File: config.mk
export PLATFORM = sky130hd
export DESIGN_NAME = lsu_dmem_ctrl
export DESIGN_NICKNAME = d
export VERILOG_FILES = /design/src/rtl/lsu_dmem_ctrl.sv
export SDC_FILE = /design/constraint.sdc
export NUM_CORES = 1
export LEC_CHECK = 0
export ABC_CLOCK_PERIOD_IN_PS = 3600
export BUFFER_PORTS_ARGS = -buffer_cell sky130_fd_sc_hd__buf_2
export CORE_MARGIN = 3
export CORE_UTILIZATION = 35
export CTS_CLUSTER_DIAMETER = 200
export DETAILED_ROUTE_END_ITERATION = 16
export PLACE_DENSITY = 0.7
export SLEW_MARGIN = 30
export SYNTH_ARGS = -nofsm -noshare
export SYNTH_HDL_FRONTEND = slang
export SYNTH_SLANG_ARGS = --single-unit
File: constraint.sdc
create_clock -name clk -period 3.6 [get_ports clk]
set_input_delay 0.36 -clock clk [delete_from_list [all_inputs] [get_ports clk]]
set_output_delay 0.36 -clock clk [all_outputs]
set_load 0.02 [all_outputs]
File: src/rtl/lsu_dmem_ctrl.sv
//------------------------------------------------------------------------------
// lsu_dmem_ctrl
//
// Memory-side responder for the execute -> LSU interface. A load or store
// offered by execute is checked for alignment. An aligned access is launched
// on a req/ack data-memory port, and execute is stalled until the access
// completes. Load data is shifted into place and sign- or zero-extended before
// it is returned to writeback. A misaligned access, or an access that gets no
// ack within TIMEOUT_CYCLES, raises a one-cycle fault pulse that carries the
// faulting effective address.
//
// Ports
//   clk, rst            core clock; synchronous active-high reset
//   exe_valid_i         execute presents an instruction this cycle
//   alu_result_i        effective address
//   rs2_data_i          store data
//   ld_ops_i            1 LB, 2 LH, 3 LW, 4 LBU, 5 LHU (0, 6, 7 = no load)
//   st_ops_i            1 SB, 2 SH, 3 SW (0 = no store)
//   rd_addr_i           load destination register
//   flush_i             pipeline flush
//   lsu_stall_o         hold execute and earlier stages
//   dmem_req_o          memory request, held until ack
//   dmem_we_o           1 = write
//   dmem_addr_o         word-aligned address
//   dmem_wdata_o        lane-replicated store data
//   dmem_sel_o          byte enables
//   dmem_ack_i          memory completes the access
//   dmem_rdata_i        read word (valid with ack)
//   ld_valid_o          one-cycle pulse: load result valid
//   ld_data_o           extended load result
//   ld_rd_addr_o        destination register of ld_data_o
//   misalign_ld_o       one-cycle pulse: misaligned load
//   misalign_st_o       one-cycle pulse: misaligned store
//   bus_err_o           one-cycle pulse: ack timeout
//   fault_addr_o        faulting effective address (valid with any fault pulse)
//------------------------------------------------------------------------------
module lsu_dmem_ctrl #(
    parameter int XLEN           = 32,
    parameter int TIMEOUT_CYCLES = 255
) (
    input  logic            clk,
    input  logic            rst,
    input  logic            exe_valid_i,
    input  logic [XLEN-1:0] alu_result_i,
    input  logic [XLEN-1:0] rs2_data_i,
    input  logic [2:0]      ld_ops_i,
    input  logic [1:0]      st_ops_i,
    input  logic [4:0]      rd_addr_i,
    input  logic            flush_i,
    output logic            lsu_stall_o,
    output logic            dmem_req_o,
    output logic            dmem_we_o,
    output logic [XLEN-1:0] dmem_addr_o,
    output logic [XLEN-1:0] dmem_wdata_o,
    output logic [3:0]      dmem_sel_o,
    input  logic            dmem_ack_i,
    input  logic [XLEN-1:0] dmem_rdata_i,
    output logic            ld_valid_o,
    output logic [XLEN-1:0] ld_data_o,
    output logic [4:0]      ld_rd_addr_o,
    output logic            misalign_ld_o,
    output logic            misalign_st_o,
    output logic            bus_err_o,
    output logic [XLEN-1:0] fault_addr_o
);

    typedef enum logic {
        S_IDLE,
        S_WAIT
    } state_t;

    typedef enum logic [2:0] {
        LD_NONE = 3'd0,
        LD_LB   = 3'd1,
        LD_LH   = 3'd2,
        LD_LW   = 3'd3,
        LD_LBU  = 3'd4,
        LD_LHU  = 3'd5
    } ld_op_t;

    localparam bit HAS_TIMEOUT = (TIMEOUT_CYCLES > 0);
    localparam int CNT_W       = HAS_TIMEOUT ? $clog2(TIMEOUT_CYCLES + 1) : 1;
    // Value held in the counter during the last WAIT cycle before timeout.
    localparam logic [CNT_W-1:0] CNT_LAST = HAS_TIMEOUT ? CNT_W'(TIMEOUT_CYCLES - 1) : '0;

    state_t            state_q, state_d;
    logic [CNT_W-1:0]  cnt_q;
    logic              flushed_q;
    logic [XLEN-1:0]   addr_q;
    logic [3:0]        sel_q;
    logic [XLEN-1:0]   wdata_q;
    logic              we_q;
    ld_op_t            ld_op_q;
    logic [4:0]        rd_q;

    // Request decode
    logic              is_store;
    logic              is_load;
    logic              is_half;
    logic              is_word;
    logic              misaligned;
    logic              accept;
    logic [3:0]        sel_d;
    logic [XLEN-1:0]   wdata_d;
    logic              timeout_hit;
    logic [XLEN-1:0]   ld_shift;
    logic [XLEN-1:0]   ld_ext;

    // NOTE: every signal written here gets a default first, so no path can
    // leave it unassigned and infer a latch.
    always_comb begin
        is_store   = (st_ops_i != 2'd0);
        // A store wins when execute sets both a load and a store op.
        is_load    = !is_store && (ld_ops_i >= 3'd1) && (ld_ops_i <= 3'd5);
        is_half    = is_store ? (st_ops_i == 2'd2)
                              : ((ld_ops_i == LD_LH) || (ld_ops_i == LD_LHU));
        is_word    = is_store ? (st_ops_i == 2'd3) : (ld_ops_i == LD_LW);
        misaligned = (is_half && alu_result_i[0]) || (is_word && (alu_result_i[1:0] != 2'b00));
        accept     = (state_q == S_IDLE) && exe_valid_i && !flush_i && (is_store || is_load);

        if (is_word) begin
            sel_d = 4'hF;
        end else if (is_half) begin
            sel_d = 4'b0011 << alu_result_i[1:0];
        end else begin
            sel_d = 4'b0001 << alu_result_i[1:0];
        end

        wdata_d = '0;
        if (is_store) begin
            case (st_ops_i)
                2'd1:    wdata_d = {(XLEN/8){rs2_data_i[7:0]}};
                2'd2:    wdata_d = {(XLEN/16){rs2_data_i[15:0]}};
                default: wdata_d = rs2_data_i;
            endcase
        end
    end

    assign timeout_hit = HAS_TIMEOUT && (cnt_q == CNT_LAST);

    // Next state and stall
    always_comb begin
        state_d     = state_q;
        lsu_stall_o = 1'b0;
        case (state_q)
            S_IDLE: begin
                // A misaligned access never touches memory, so it never stalls.
                if (accept && !misaligned) begin
                    lsu_stall_o = 1'b1;
                    state_d     = S_WAIT;
                end
            end
            S_WAIT: begin
                lsu_stall_o = !dmem_ack_i;
                if (dmem_ack_i || timeout_hit) begin
                    state_d = S_IDLE;
                end
            end
            default: state_d = S_IDLE;
        endcase
        if (rst) begin
            lsu_stall_o = 1'b0;
        end
    end

    // Load alignment and extension of the returned word.
    always_comb begin
        ld_shift = dmem_rdata_i >> {addr_q[1:0], 3'b000};
        case (ld_op_q)
            LD_LB:   ld_ext = {{(XLEN-8){ld_shift[7]}}, ld_shift[7:0]};
            LD_LH:   ld_ext = {{(XLEN-16){ld_shift[15]}}, ld_shift[15:0]};
            LD_LBU:  ld_ext = {{(XLEN-8){1'b0}}, ld_shift[7:0]};
            LD_LHU:  ld_ext = {{(XLEN-16){1'b0}}, ld_shift[15:0]};
            default: ld_ext = ld_shift;
        endcase
    end

    // NOTE: state and output registers use non-blocking assignments so every
    // flop samples the pre-edge values regardless of statement order.
    always_ff @(posedge clk) begin
        if (rst) begin
            // NOTE: the datapath registers are reset too, not just the FSM,
            // because every output must read 0 right after reset.
            state_q       <= S_IDLE;
            cnt_q         <= '0;
            flushed_q     <= 1'b0;
            addr_q        <= '0;
            sel_q         <= '0;
            wdata_q       <= '0;
            we_q          <= 1'b0;
            ld_op_q       <= LD_NONE;
            rd_q          <= '0;
            ld_valid_o    <= 1'b0;
            ld_data_o     <= '0;
            ld_rd_addr_o  <= '0;
            misalign_ld_o <= 1'b0;
            misalign_st_o <= 1'b0;
            bus_err_o     <= 1'b0;
            fault_addr_o  <= '0;
        end else begin
            state_q       <= state_d;
            ld_valid_o    <= 1'b0;
            misalign_ld_o <= 1'b0;
            misalign_st_o <= 1'b0;
            bus_err_o     <= 1'b0;

            case (state_q)
                S_IDLE: begin
                    cnt_q     <= '0;
                    flushed_q <= 1'b0;
                    if (accept) begin
                        if (misaligned) begin
                            misalign_st_o <= is_store;
                            misalign_ld_o <= !is_store;
                            fault_addr_o  <= alu_result_i;
                        end else begin
                            addr_q  <= alu_result_i;
                            sel_q   <= sel_d;
                            wdata_q <= wdata_d;
                            we_q    <= is_store;
                            ld_op_q <= is_store ? LD_NONE : ld_op_t'(ld_ops_i);
                            rd_q    <= rd_addr_i;
                        end
                    end
                end
                S_WAIT: begin
                    if (dmem_ack_i) begin
                        cnt_q     <= '0;
                        flushed_q <= 1'b0;
                        // A flush seen at any point of the access, including
                        // the ack cycle itself, discards the load result.
                        if (!we_q && !(flushed_q || flush_i)) begin
                            ld_valid_o   <= 1'b1;
                            ld_data_o    <= ld_ext;
                            ld_rd_addr_o <= rd_q;
                        end
                    end else if (timeout_hit) begin
                        cnt_q        <= '0;
                        flushed_q    <= 1'b0;
                        bus_err_o    <= 1'b1;
                        fault_addr_o <= addr_q;
                    end else begin
                        if (HAS_TIMEOUT) begin
                            cnt_q <= cnt_q + CNT_W'(1);
                        end
                        flushed_q <= flushed_q || flush_i;
                    end
                end
                default: begin
                    cnt_q     <= '0;
                    flushed_q <= 1'b0;
                end
            endcase
        end
    end

    // The memory port is driven only while a request is outstanding.
    always_comb begin
        dmem_req_o   = (state_q == S_WAIT);
        dmem_we_o    = dmem_req_o && we_q;
        dmem_addr_o  = dmem_req_o ? {addr_q[XLEN-1:2], 2'b00} : '0;
        dmem_sel_o   = dmem_req_o ? sel_q : 4'h0;
        dmem_wdata_o = dmem_req_o ? wdata_q : '0;
    end

endmodule

==> results.py <==
metrics = {
    "timing": {
        "hold_slack_ns": 0.192,
        "hold_violations": 0,
        "finalCritPeriodShare_pct": 69.4,
        "worst_pin_slew_ns": 0.924,
        "tns_ns": 0,
        "rsz0062_at_grt": "false",
        "worst_clock_skew_ns": 0.00959,
        "period_needed_ns": 2.50,
        "relSlewSlack_pct": 38.2,
        "finalMaxSlewViolations": 0,
        "fmax_ghz": 0.400,
        "setup_violations": 0,
    },
    "global_routing": {
        "grt_pass1_vias": 7109,
        "grt_first_pass_wirelength_um": 38200,
        "grt_max_degree": 103,
        "grt_overflow": 0,
        "grt_use_total_pct": 17.9,
        "antenna_found_initial": 2,
    },
    "worst_setup_path": {
        "critPathMaxFanout": 19,
        "r2r.worst_path.cells": 5,
        "start_kind": "flip-flop",
        "path_delay_family": "simple AND/OR/NAND/NOR gates",
        "r2r_start": "we_q$_SDFFE_PP0P_",
        "crit_arrival_ns": 2.77,
        "reg2reg_to": "ld_data_o[29]$_SDFFE_PP0P_",
        "slowest_stage": "or4b_1",
        "crit_buf_inv": 1,
        "end_kind": "flip-flop",
        "path_cells": "or4b_1 > or2_1 > buf_4 > o211ai_1 > o31ai_1",
        "cp.required_ns": 3.87,
        "crit_path_max_incr_delay_ns": 0.88,
        "critPathKind": "flip-flop to flip-flop",
        "rrSetupSlack_ns": 1.10,
    },
    "cts": {
        "insertion_delay_ns": 0.42,
        "numCtsBuffers": 17,
        "h-tree-depth": 4,
        "cts_setup_buffers": 0,
        "cts_tree": "yes",
        "cts_sinks": 160,
        "cts-resized-gates": 0,
        "clk_pin_slew_worst_paths_ns": 0.07,
        "cts.path.max_buffers": 2,
        "cts_root_buf": "clkbuf_16",
        "ctsHoldBuffers": 0,
    },
    "min_path": {
        "whs_path_depth": 3,
        "worstHoldEndpoint": "rd_q[2]$_SDFFE_PP0P_",
        "hp-start": "rd_addr_i[2]",
        "hold_class": "input pin to flip-flop",
    },
    "floorplan": {
        "die_y_um": 162,
        "row_count": 56,
        "dieArea_um2": 26100,
        "initial_core_util_pct": 35.9,
        "die_w_um": 162,
        "placeableCoreArea_um2": 23600,
        "pin_count": 255,
    },
    "status": {
        "status": "complete, no violations",
    },
    "drt": {
        "drc": 0,
        "viasPerCell": 5.02,
        "first_pass_iters": 5,
        "avgRoutedWirePerCell_um": 15.7,
        "ant_nets": 0,
        "drt_wl_total_um": 24000,
        "drtIter0Drc": 552,
        "vias": 7686,
    },
    "synthesis": {
        "async_reset_ff_share_pct": 0,
        "yosysTopAreaCell": "dfxtp_1",
        "synth_edf_count": 0,
        "synthFlopType": "dfxtp_1",
        "ys_warn_count": 0,
        "netlist_instances": 1006,
        "ys_seq_elements": 160,
        "yosysTopAreaCellShare_pct": 37.8,
        "synth.distinct_cells": 60,
        "syn_area_um2": 8470,
        "synth_seq_area_share_pct": 37.8,
        "ys_top_cells_by_area": "dfxtp_1, mux2i_1, nand2_1",
        "syn_avg_cell_area_um2": 8.42,
    },
    "pwr": {
        "p_total_uw": 4350,
        "ir_worst_vdd_mv": 0.250,
        "powerDensity_nw_per_um2": 416,
        "power_leakage_uw": 0.00445,
    },
    "layout": {
        "syn_to_final_growth_pct": 23.4,
        "layout.nets": 1317,
        "utilization_pct": 44.3,
        "drive_above_1_share_pct": 26.9,
        "final_common_cell": "buf_2",
        "antenna_cells": 0,
        "layout_common_cells": "buf_2, nand2_1, dfxtp_1, mux2i_1, and2_1",
        "fillers": 2343,
    },
    "flow_run": {
        "cap_violations": 0,
    },
    "placed_design": {
        "port_buffers": 252,
        "hpwl_um": 17300,
        "gp_congestion": 0.849,
    },
}
==> per-layer routing <==
layer | track usage (%) | vias to the layer above | share of wire [%]
met5 | 0 | - | 0.11
met4 | 5.48 | 4 | 1.7
met3 | 4.44 | 30 | 6.3
met2 | 27.6 | 245 | 44
met1 | 24.7 | 3549 | 47
li1 | - | 3858 | -
==> synth_stat cells, types with 5 or more instances <==
cell,number
ha_1,5
nand2_1,194
nor2b_1,52
o31ai_1,16
buf_4,5
mux2_2,15
o21ai_0,31
a22oi_1,8
inv_1,24
and2_1,68
nand3_1,19
mux2_1,9
dfxtp_1,160
buf_1,7
buf_6,5
clkbuf_1,62
o22ai_1,8
a2111oi_0,24
o2bb2ai_1,8
buf_2,10
o21bai_1,17
nand2b_1,5
nor2_1,42
mux2i_1,103
a211oi_1,19
o211ai_1,27
a21oi_1,14
==> final cells by class <==
cell class	count	area, µm²	area share (%)
Inverter	26	103	0.982
Timing Repair Buffer	266	1390	13.3
Clock buffer	18	439	4.20
Clock inverter	13	179	1.71
Sequential cell	160	3200	30.7
Multi-Input combinational cell	730	4730	45.3
Tap cell	319	399	3.82
==> worst max path at each step <==
stage,startpoint,to,slack [ns],depth (start not counted)
after global routing,addr_q[1]$_SDFFE_PP0P_,ld_data_o[28]$_SDFFE_PP0P_,0.96,5
after global placement,st_ops_i[0],fault_addr_o[17]$_SDFFE_PP0P_,1.01,8
after detailed placement,st_ops_i[0],fault_addr_o[29]$_SDFFE_PP0P_,0.91,8
final,we_q$_SDFFE_PP0P_,ld_data_o[29]$_SDFFE_PP0P_,1.10,5
after CTS,we_q$_SDFFE_PP0P_,ld_data_o[28]$_SDFFE_PP0P_,1.11,5
after floorplan,st_ops_i[0],lsu_stall_o,1.32,7
==> worst min-delay path: stages <==
cell     delay [ns]
buf_2          0.09
nand2_1        0.04
mux2i_1        0.06
==> cell families (layout without fill, tap and decap cells) <==
logic type / Yosys count / count (layout) / synth area share [%]
AND/OR/NAND/NOR: 399 / 399 / 22.6
AO/OA/AOI/OAI: 189 / 189 / 16.0
flip-flops: 160 / 160 / 37.8
multiplexers: 128 / 128 / 15.6
buffers and inverters: 117 / 323 / 6.38
XOR/XNOR: 7 / 7 / 0.724
adder cells (fa/ha/maj): 5 / 5 / 0.739
other: 1 / 2 / 0.0443
==> flip-flops by register name, indices dropped and copies added (netlist names), 3 cells and up <==
register and count:
cnt_q 8, ld_data_o 32, ld_op_q 3, fault_addr_o 32
addr_q 32, ld_rd_addr_o 5, sel_q 4, rd_q 5
wdata_q 32
==> stage by stage <==
step                      cell area [µm²]  std cells  setup WS, ns
after floorplan                      8470       1007          1.32
after global placement               9830       1501          1.01
after detailed placement             9830       1501         0.913
after CTS                           10400       1532          1.11
after global routing                10500       1532         0.965
final                               10500       1532          1.10
==> power breakdown <==
group / internal [µW] / switching (µW)
registers: 1830 / 33.2
logic: 228 / 353
clock network: 1120 / 784
Power figures use the tool's default switching activity.
